$ cat src/rtl/mem_arb_pkg.sv
// mem_arb_pkg: shared types and constants for the fetch/data SRAM arbiter.
package mem_arb_pkg;
    typedef enum logic [1:0] {OWN_NONE = 2'd0, OWN_IF = 2'd1, OWN_DM = 2'd2} owner_t;
    localparam logic [3:0] BE_ALL = 4'hF;
    localparam int WORD_BYTES = 4;
endpackage

$ cat src/rtl/mem_arb_starve_ctr.sv
// mem_arb_starve_ctr: counts data wins over a waiting fetch; raises force_if at the limit.
module mem_arb_starve_ctr #(
    parameter int STARVE_LIMIT = 4
) (
    input  logic clk_i,
    input  logic rstn_i,
    input  logic inc,
    input  logic clr,
    output logic force_if
);
    localparam int CW = $clog2(STARVE_LIMIT + 1);
    logic [CW-1:0] cnt;
    always_ff @(posedge clk_i or negedge rstn_i)
        if (!rstn_i)
            cnt <= '0;
        else if (clr)
            cnt <= '0;
        else if (inc && !force_if)
            cnt <= cnt + 1'b1;
    assign force_if = (cnt == CW'(STARVE_LIMIT));
endmodule

$ cat src/rtl/mem_port_arbiter.sv
// mem_port_arbiter: shares one single-port SRAM between fetch and data ports,
// data-priority with a starvation guard, fixed one-cycle read response.
module mem_port_arbiter
    import mem_arb_pkg::*;
#(
    parameter int AW           = 10,
    parameter int STARVE_LIMIT = 4
) (
    input  logic          clk_i,
    input  logic          rstn_i,
    input  logic          if_req_i,
    input  logic [31:0]   if_addr_i,
    output logic          if_gnt_o,
    output logic          if_rvalid_o,
    output logic [31:0]   if_rdata_o,
    input  logic          dm_req_i,
    input  logic          dm_we_i,
    input  logic [3:0]    dm_be_i,
    input  logic [31:0]   dm_addr_i,
    input  logic [31:0]   dm_wdata_i,
    output logic          dm_gnt_o,
    output logic          dm_rvalid_o,
    output logic [31:0]   dm_rdata_o,
    output logic          sram_en_o,
    output logic          sram_we_o,
    output logic [3:0]    sram_be_o,
    output logic [AW-1:0] sram_addr_o,
    output logic [31:0]   sram_wdata_o,
    input  logic [31:0]   sram_rdata_i
);
    localparam int OFS = $clog2(WORD_BYTES);
    logic        dm_sel, if_sel, force_if, dm_wr;
    logic [31:0] if_hold, dm_hold;
    owner_t      owner;
    logic        unused_addr_bits;

    assign unused_addr_bits = ^{if_addr_i[31:AW+OFS], if_addr_i[OFS-1:0],
                                dm_addr_i[31:AW+OFS], dm_addr_i[OFS-1:0]};

    assign dm_sel   = dm_req_i && !force_if;
    assign if_sel   = if_req_i && !dm_sel;
    assign dm_gnt_o = dm_sel;
    assign if_gnt_o = if_sel;

    assign sram_en_o    = dm_sel || if_sel;
    assign sram_we_o    = dm_sel && dm_we_i;
    assign sram_be_o    = dm_sel ? (dm_we_i ? dm_be_i : BE_ALL) : (if_sel ? BE_ALL : 4'h0);
    assign sram_addr_o  = dm_sel ? dm_addr_i[AW+OFS-1:OFS] : (if_sel ? if_addr_i[AW+OFS-1:OFS] : '0);
    assign sram_wdata_o = dm_sel ? dm_wdata_i : '0;

    mem_arb_starve_ctr #(.STARVE_LIMIT(STARVE_LIMIT)) u_starve (
        .clk_i    (clk_i),
        .rstn_i   (rstn_i),
        .inc      (dm_sel && if_req_i),
        .clr      (if_sel || !if_req_i),
        .force_if (force_if)
    );

    always_ff @(posedge clk_i or negedge rstn_i)
        if (!rstn_i) begin
            owner   <= OWN_NONE;
            dm_wr   <= 1'b0;
            if_hold <= '0;
            dm_hold <= '0;
        end else begin
            owner   <= dm_sel ? OWN_DM : (if_sel ? OWN_IF : OWN_NONE);
            dm_wr   <= dm_sel && dm_we_i;
            if_hold <= if_rdata_o;
            dm_hold <= dm_rdata_o;
        end

    // Read data passes straight through in the response cycle, then is held.
    assign if_rvalid_o = (owner == OWN_IF);
    assign dm_rvalid_o = (owner == OWN_DM);
    assign if_rdata_o  = if_rvalid_o ? sram_rdata_i : if_hold;
    assign dm_rdata_o  = (dm_rvalid_o && !dm_wr) ? sram_rdata_i : dm_hold;
endmodule

$ cat config.mk
export PLATFORM = sky130hd
export DESIGN_NAME = mem_port_arbiter
export DESIGN_NICKNAME = d
export VERILOG_FILES = /design/src/rtl/mem_arb_pkg.sv /design/src/rtl/mem_arb_starve_ctr.sv /design/src/rtl/mem_port_arbiter.sv
export SDC_FILE = /design/constraint.sdc
export NUM_CORES = 1
export LEC_CHECK = 0
export ABC_AREA = 1
export CORE_UTILIZATION = 34
export CTS_CLUSTER_DIAMETER = 40
export DETAILED_ROUTE_END_ITERATION = 16
export PLACE_DENSITY_LB_ADDON = 0.15
export SYNTH_ARGS = -nofsm -noshare
export SYNTH_HDL_FRONTEND = slang
export SYNTH_SLANG_ARGS = --single-unit
$ cat constraint.sdc
create_clock -name clk_i -period 1.5 [get_ports clk_i]
set_input_delay 0.3 -clock clk_i [delete_from_list [all_inputs] [get_ports clk_i]]
set_output_delay 0.3 -clock clk_i [all_outputs]
set_load 0.01 [all_outputs]
After elaboration in Yosys (flattened, before gate mapping)
Cells that the tools add are included.
Widths: inputs -> output; s select.
{ "word_totals": {"regBits": 70, "input_bits": 137, "output_inout_bits": 116, "elab_cells": 34} }
{ "classes": {"addsub": 1, "n_eq_ne": 3, "n_mux": 12, "reduce_logical": 13} }
{ "op_table": {"columns": ["operator", "n"], "rows": [
  ["$mux 32", 3],
  ["$mux 10", 2],
  ["$mux 4", 3],
  ["$logic_and 1x1->1", 6],
  ["$mux 3", 2],
  ["$logic_not 1->1", 4],
  ["$add 3x1->3 const B", 1],
  ["$eq 3x3->1 const B", 1],
  ["$eq 2x1->1 const B", 1],
  ["$eq 2x2->1 const B", 1],
  ["$logic_or 1x1->1", 2],
  ["$mux 2", 1],
  ["$reduce_bool 2->1", 1],
  ["$mux 1", 1]
]} }

Logic depth before layout (Yosys ltp)
Gate-level depths: netlist (run 1).
{ "logic_depth": {"depth_word": 7, "ltp_mapped": 7, "ltp_nobuf": 6} }

Hierarchy
A second synthesis (run 1) with hierarchy kept.
{ "hier_totals": {"cells_unflattened": 431, "hier_area_um2": 3344.5} }
{ "by_module_without_submodules": {"columns": ["module", "instances", "cells_per_inst", "area_per_inst_um2", "seq_area_each_um2"], "rows": [
  ["mem_port_arbiter", 1, 406, 3159.3, 1676.6],
  ["mem_arb_starve_ctr", 1, 25, 185.2, 75.1]
]} }

Least setup slack after synthesis (run 1)
Ideal clock, no wire load.
{ "synth_path": {"path_kind": "reg-to-output", "startpoint": "reg u_starve.cnt[0]", "endpoint": "out sram_be_o[0]", "arrival_ns": 1.179, "required_time_ns": 1.200, "path_slack_ns": 0.021, "path_stages_with_launch": 7, "path_buffers": 1, "path_cell_list": "dfrtp_1 inv_1 ha_1 nand2_1 nand2_1 buf_4 o21ai_0"} }
{ "synth_via": {"elab_chain_cells": 7} }
{ "synth_lines": {"columns": ["item", "line", "text"], "rows": [
  ["start, declared", "mem_arb_starve_ctr.sv:12", "logic [CW-1:0] cnt;"],
  ["start signal, assigned", "mem_arb_starve_ctr.sv:19", "cnt <= cnt + 1'b1;"],
  ["$eq 3x3->1 (*)", "mem_arb_starve_ctr.sv:20", "assign force_if = (cnt == CW'(STARVE_LIMIT));"],
  ["$logic_not 1->1 (*)", "mem_port_arbiter.sv:40", "assign dm_sel = dm_req_i && !force_if;"],
  ["$logic_and 1x1->1 (*)", "mem_port_arbiter.sv:40", null],
  ["$logic_not 1->1", "mem_port_arbiter.sv:41", "assign if_sel = if_req_i && !dm_sel;"],
  ["$logic_and 1x1->1", "mem_port_arbiter.sv:41", null],
  ["$mux 4", "mem_port_arbiter.sv:47", "assign sram_be_o = dm_sel ? (dm_we_i ? dm_be_i : BE_ALL) : (if_sel ? BE_ALL : 4'h0);"],
  ["$mux 4 (*)", "mem_port_arbiter.sv:47", null],
  ["end, declared", "mem_port_arbiter.sv:26", "output logic [3:0] sram_be_o,"]
]} }
Mark *: on every way between the ends. The rest lies on a longest branch, timed or not.

Worst setup path in the final report (run 1)
{ "layout_path": {"startpoint": "reg owner[0]", "endpoint": "out dm_rdata_o[17]"} }
{ "layout_via": {"elab_chain_cells": 3} }
{ "layout_lines": {"columns": ["item", "line", "text"], "rows": [
  ["start, declared", "mem_port_arbiter.sv:34", "owner_t owner;"],
  ["start signal, assigned", "mem_port_arbiter.sv:66", "owner <= dm_sel ? OWN_DM : (if_sel ? OWN_IF : OWN_NONE);"],
  ["$eq 2x2->1", "mem_port_arbiter.sv:74", "assign dm_rvalid_o = (owner == OWN_DM);"],
  ["$logic_and 1x1->1", "mem_port_arbiter.sv:76", "assign dm_rdata_o = (dm_rvalid_o && !dm_wr) ? sram_rdata_i : dm_hold;"],
  ["$mux 32", "mem_port_arbiter.sv:76", null],
  ["end, declared", "mem_port_arbiter.sv:23", "output logic [31:0] dm_rdata_o,"]
]} }
Every way passes these cells.

==> flow_summary_export.csv, run 1 <==
group,metric,value,unit
outcome,status,"finished, violations left",
outcome,violations,"negative setup slack",
place,pre_cts_ws,-0.645,ns
place,portBuffers,208,
grt,grt_usage,27.1,%
synth,ys.flop_type,"dfrtp_1",
route,drc,0,
route,routed.top_layer,"met4",
power_and_ir_drop,power.leakage,4.28,nW
worst_setup_path,cp-end-kind,"output pin",
worst_setup_path,crit_type,"register to output pin",
die,num_io_pins,253,
worst_setup_path,cp_max_fo,5,
route,wirelength_met1,6520,um
route,wl_met3,1290,um
synth,synth_cell_types,18,
power_and_ir_drop,vdd_drop_max,0.000449,V
worst_setup_path,startpoint_type,"register",
worst_setup_path,worstPathRequired,1.20,ns
timing,rsz0062_at_grt,"true",
route,vias,4577,
clock_network,cts-root-buf,"clkbuf_8",
hold_path,hold_class,"register to register",
synth,synthArstFlopShare,100,%
timing,min_period,2.01,ns
grt,grt_pass1_wl,20700,um
die,dieWidth,99.6,um
grt,grt_antenna_before_repair,0,
timing,hold_viol_final,0,
timing,finalCritPeriodShare,134,%
clock_network,ctsLongestPathBuffers,2,
synth,synth_edf_count,0,
clock_network,cts_tree,"yes",
timing,relSlewSlack,74.3,%
power_and_ir_drop,p_per_area,850,nW/um2
final_layout,nNetsFinal,911,
synth,yosys_warnings,0,
timing,worst_pin_slew,0.385,ns
final_layout,post-route-util,91.5,%
die,core,9240,um2
clock_network,insertion_delay,0.36,ns
die,start_util,35.1,%
die,row_count,35,
clock_network,clock-sinks,70,
place,hpwl,8120,um
route,wl_per_cell,20.9,um
die,die-area,9930,um2
synth,syn_inst,418,
timing,hold_ws,0.516,ns
route,drt_iter0_drc,197,
final_layout,syn2layout_area_growth,161,%
route,ant_nets,0,
final_layout,layoutNonFillerInstCount,905,
synth,synth_nets,557,
clock_network,cts.clk_slew.worst_paths,0.08,ns
grt,overflow,0,
synth,seq_area_frac_synth,54.1,%
final_layout,fillers,333,
synth,synth_seq_cells,70,
final_layout,antennaDiodeCount,0,
route,vias_per_cell,5.06,
timing,setup_ws,-0.514,ns
route,first_pass_iters,4,
die,dieHeight,99.6,um
timing,slew_viol_final,0,
route,wl_met2,10100,um
grt,grt_start_max_net_pins,71,
timing,fmax,0.496,GHz
place,gp_congestion,0.787,
route,drt_wl_total,18900,um
job,cap_violations,0,
synth,syn_area,3240,um2
worst_setup_path,cp_data_arrival_time,1.71,ns
clock_network,htree_levels,3,
timing,skew,0.0148,ns
final_layout,drive_gt1_share,65.3,%
synth,syn_area_per_cell,7.75,um2
place,dp.cells,779,
clock_network,cts_buffers,9,
timing,finalSetupViolations,128,
grt,grt_pass1_vias,4372,
-- metal layers --
metal  vias to the layer above  global-route usage (%)
li1                       1980                       -
met1                      2217                    26.5
met2                       288                    52.9
met3                        92                    6.68
met4                         0                    12.3
met5                         -                       0
-- power by group --
group          switching, mW  leakage [nW]  internal (mW)
sequential             0.213         0.862           2.16
combinational           1.53          3.34           1.94
clock                  0.763        0.0817          0.580
-- cell type report --
class | instances | area [um2] | share of cell area, %
timing repair buffer | 366 | 3800 | 45.0
inverter | 46 | 190 | 2.25
multi-input combinational | 279 | 2390 | 28.3
clock buffer | 10 | 128 | 1.51
tap | 129 | 161 | 1.91
sequential | 70 | 1750 | 20.7
clock inverter | 5 | 27.5 | 0.326
-- state kept, by name, indices dropped and copies added, names as in the netlist --
signal        cells
u_starve.cnt      3
if_hold          32
dm_wr             1
owner             2
dm_hold          32
-- per-stage QoR --
step / power (mW) / area, um2 / setup TNS (ns)
6_report: 7.18 / 8450 / -44.92
5_1_grt: 7.45 / 8450 / -51.98
4_1_cts: 5.91 / 6820 / -40.01
3_5_place_dp: 4.24 / 5780 / -48.17
3_3_place_gp: 4.21 / 5780 / -45.91
2_1_floorplan: 2.92 / 3240 / 0
-- logic make-up (layout without fill, tap and decap cells) --
group,count (synthesis),in the layout,synth area share [%]
DFF,70,70,54.1
buffers and inverters,69,427,9.61
and+or+nand+nor,273,273,34.9
adders and majority gates,2,2,0.772
AOI/OAI and AO/OA,4,4,0.618
-- cells in the mapped netlist (2+ instances only) --
master	count	area share, %
buf_1	3	0.35
buf_2	13	2.0
buf_4	2	0.46
buf_6	2	0.69
clkbuf_1	2	0.23
dfrtp_1	70	54
ha_1	2	0.77
inv_1	43	5.0
inv_2	2	0.23
nand2_1	167	19
nand2_2	11	2.1
nand3_1	53	8.2
nor2_1	40	4.6
o21ai_0	4	0.62
-- worst max-delay path, stage by stage, from the launching register on --
cell	delay, ns
dfrtp_2	0.47
nor2_4	0.20
buf_12	0.15
buf_16	0.12
nand3_1	0.16
nand2_4	0.15
buf_6	0.11
-- timing repair --
| item | 4_1_cts | 5_1_grt |
|---|---|---|
| setup buffers | 80 | 52 |
| pin swaps | 34 | 57 |
| cloned | 8 | 8 |
| setup endpoints to repair | 116 | 126 |
| hold endpoints to repair | 61 | 0 |
| resized for setup | 613 | 344 |
| hold buffers | 1 | 0 |
-- cell usage in the layout (no fill, tap or decap), types with 7 or more instances in the layout --
| master | count |
|---|---|
| buf_2 | 41 |
| buf_4 | 75 |
| buf_6 | 125 |
| nand3_2 | 26 |
| nand2_1 | 29 |
| dfrtp_1 | 69 |
| nand2_2 | 48 |
| nor2_1 | 19 |
| buf_12 | 15 |
| nand2_4 | 99 |
| clkdlybuf4s50_1 | 91 |
| nor2_2 | 16 |
| nand3_4 | 10 |
| nand3_1 | 18 |
| inv_1 | 40 |
| clkbuf_16 | 7 |
| clkbuf_8 | 9 |
-- final timing paths --
kind	cells after the start	slack (ns)	from	endpoint
max	6	-0.51	owner[0]$_DFF_PN0_	dm_rdata_o[17]
min	2	0.52	dm_hold[29]$_DFF_PN0_	dm_hold[29]$_DFF_PN0_
max reg2reg	10	-0.18	owner[0]$_DFF_PN0_	dm_hold[16]$_DFF_PN0_
min reg2reg	2	0.52	dm_hold[29]$_DFF_PN0_	dm_hold[29]$_DFF_PN0_
max in group asynchronous	3	0.62	rstn_i	owner[0]$_DFF_PN0_
min in group asynchronous	3	0.54	rstn_i	if_hold[13]$_DFF_PN0_
Power figures use the tool's default switching activity.
==> inputs of run 2 (changes only) <==
CORE_MARGIN = 10   (was default)
==> run 2 against run 1 <==
Compared with the run above: cell area shrank 4.4%; cell count shrank 0.33%; largest cell class unchanged; global-route usage shrank 5.6 points; flip-flop and latch count is the same; die area grew 39%; non-clock buffer count shrank 5; the run still ends with negative setup slack left; critical path depth grew 2; critical path type unchanged.
==> flow_summary_export.csv, run 2 (synthesis gave the netlist of run 1 again) <==
group,metric,value,unit
outcome,status,"finished, violations left",
outcome,violations,"negative setup slack",
grt,overflow,0,
route,drc,0,
worst_setup_path,crit_end,"dm_rdata_o[4]",
grt,grt_pass1_wl,24200,um
worst_setup_path,slowest_delay,0.44,ns
grt,grt_start_max_net_pins,71,
die,core,9240,um2
power_and_ir_drop,p_per_area,871,nW/um2
worst_setup_path,worstPathRequired,1.20,ns
power_and_ir_drop,vdd_drop_max,0.000583,V
worst_setup_path,cp-end-kind,"output pin",
timing,finalCritPeriodShare,136,%
place,pre_cts_ws,-0.649,ns
final_layout,drive_gt1_share,62.6,%
die,row_count,35,
place,gp_congestion,0.820,
clock_network,htree_levels,3,
timing,slew_viol_final,0,
route,drt_wl_total,18000,um
die,dieHeight,118,um
worst_setup_path,cp_data_arrival_time,1.74,ns
die,die-area,13800,um2
die,num_io_pins,253,
clock_network,clock-sinks,70,
grt,grt_pass1_vias,4512,
final_layout,nNetsFinal,906,
final_layout,layout_common_cells,"buf_6 (118), clkdlybuf4s50_1 (91), buf_4 (88)",
job,cap_violations,0,
worst_setup_path,cpMostUsedCell,"buf_6",
power_and_ir_drop,power.total,7.04,mW
route,first_pass_iters,5,
timing,worst_pin_slew,0.398,ns
final_layout,syn2layout_area_growth,149,%
worst_setup_path,crit-reg2reg-launch,"owner[1]$_DFF_PN0_",
clock_network,cts_tree,"yes",
route,vias_per_cell,4.78,
die,start_util,35.1,%
hold_path,hold_class,"register to register",
clock_network,cts-root-buf,"clkbuf_8",
worst_setup_path,cp_top_family,"buffers and inverters",
timing,rsz0062_at_grt,"true",
power_and_ir_drop,power.leakage,4.15,nW
worst_setup_path,timing.rr.end,"dm_hold[29]$_DFF_PN0_",
clock_network,cts_buffers,9,
worst_setup_path,crit_slowest_cell,"dfrtp_1",
timing,skew,0.00621,ns
timing,setup_ws,-0.541,ns
die,dieWidth,118,um
route,vias,4313,
route,wl_per_cell,19.9,um
final_layout,top_regs,"dm_hold x32, if_hold x32, u_starve.cnt x3",
worst_setup_path,cp_max_fo,6,
worst_setup_path,worst-path-stages,8,
clock_network,insertion_delay,0.35,ns
route,ant_nets,0,
final_layout,post-route-util,87.4,%
place,portBuffers,208,
route,drt_iter0_drc,212,
worst_setup_path,startpoint_type,"register",
worst_setup_path,path_cells,"buf_6, nor2_4, buf_12, buf_8, buf_6, nand3_2, nand2_2, buf_6",
place,hpwl,10100,um
worst_setup_path,reg2reg_depth,12,
clock_network,cts.clk_slew.worst_paths,0.08,ns
clock_network,ctsLongestPathBuffers,2,
worst_setup_path,crit_buf_inv,5,
timing,finalSetupViolations,119,
timing,hold_viol_final,0,
final_layout,layout_commonest_cell,"buf_6",
timing,fmax,0.490,GHz
worst_setup_path,r2r_slack,-0.32,ns
worst_setup_path,crit_type,"register to output pin",
grt,grt_usage,21.4,%
timing,min_period,2.04,ns
grt,grt_antenna_before_repair,1,
timing,relSlewSlack,73.5,%
worst_setup_path,startpoint,"owner[0]$_DFF_PN0_",
[run 2: layout make-up]
class                   count  area [um2]
well taps                 129         161
clock inverters             5        57.6
repair buffers            361        3630
inverters                  46         193
multi-input cells         279        2130
clock buffers              11         151
flip-flops and latches     70        1750
fillers                   447        1160
diodes                      1        2.50
[run 2: metal layers]
metal / vias to the layer above / wire length [um] / part of all wire (%) / global-route usage (%)
met5: - / 0 / 0 / 0
met4: 0 / 552 / 3.1 / 7.34
met3: 44 / 1410 / 7.9 / 9.02
met2: 191 / 10100 / 56 / 39.4
met1: 2118 / 5920 / 33 / 21.0
li1: 1960 / - / - / -
[run 2: worst register-to-register path: cells and delay by family, from the launching register on]
family | cells | cell delay [ns]
simple gates | 3 | 0.17
buf+inv | 9 | 1.11
flops | 1 | 0.44
[run 2: report_power, final]
| part | internal (mW) | switching [mW] |
|---|---|---|
| Clock | 0.855 | 0.740 |
| Sequential | 2.16 | 0.154 |
| Combinational | 1.76 | 1.37 |
[run 2: worst min path at each step]
stage                                     start                     to  cells past startpoint  slack, ns
final                     if_hold[20]$_DFF_PN0_  if_hold[20]$_DFF_PN0_                      2       0.49
after global routing      if_hold[20]$_DFF_PN0_  if_hold[20]$_DFF_PN0_                      2       0.50
after CTS                  dm_hold[8]$_DFF_PN0_   dm_hold[8]$_DFF_PN0_                      2       0.47
after detailed placement                 rstn_i  if_hold[13]$_DFF_PN0_                      2       0.35
after global placement                   rstn_i   if_hold[9]$_DFF_PN0_                      2       0.35
after floorplan                          rstn_i   dm_hold[0]$_DFF_PN0_                      0      0.004
[run 2: timing repair]
| action | 4_1_cts | 5_1_grt |
|---|---|---|
| gates cloned | 14 | 2 |
| hold buffers | 1 | 0 |
| hold endpoints to repair | 70 | 0 |
| setup buffers | 67 | 39 |
| gates resized for setup | 714 | 194 |
| setup endpoints to repair | 116 | 128 |
| pin swaps | 38 | 52 |
[run 2: stage by stage]
| step | setup TNS (ns) | hold slack (ns) | instances | area [um2] |
|---|---|---|---|---|
| finish | -44.16 | 0.491 | 902 | 8080 |
| global route | -52.59 | 0.500 | 902 | 8080 |
| CTS | -41.84 | 0.473 | 880 | 7140 |
| detailed placement | -49.68 | 0.354 | 782 | 5780 |
| global placement | -47.71 | 0.354 | 782 | 5780 |
| floorplan | 0 | 0.00441 | 418 | 3240 |
==> inputs of run 3 (changes only) <==
SLEW_MARGIN = 20   (was default)
==> results of run 3 <==
Final layout, timing and power as in run 2 (identical DEF).
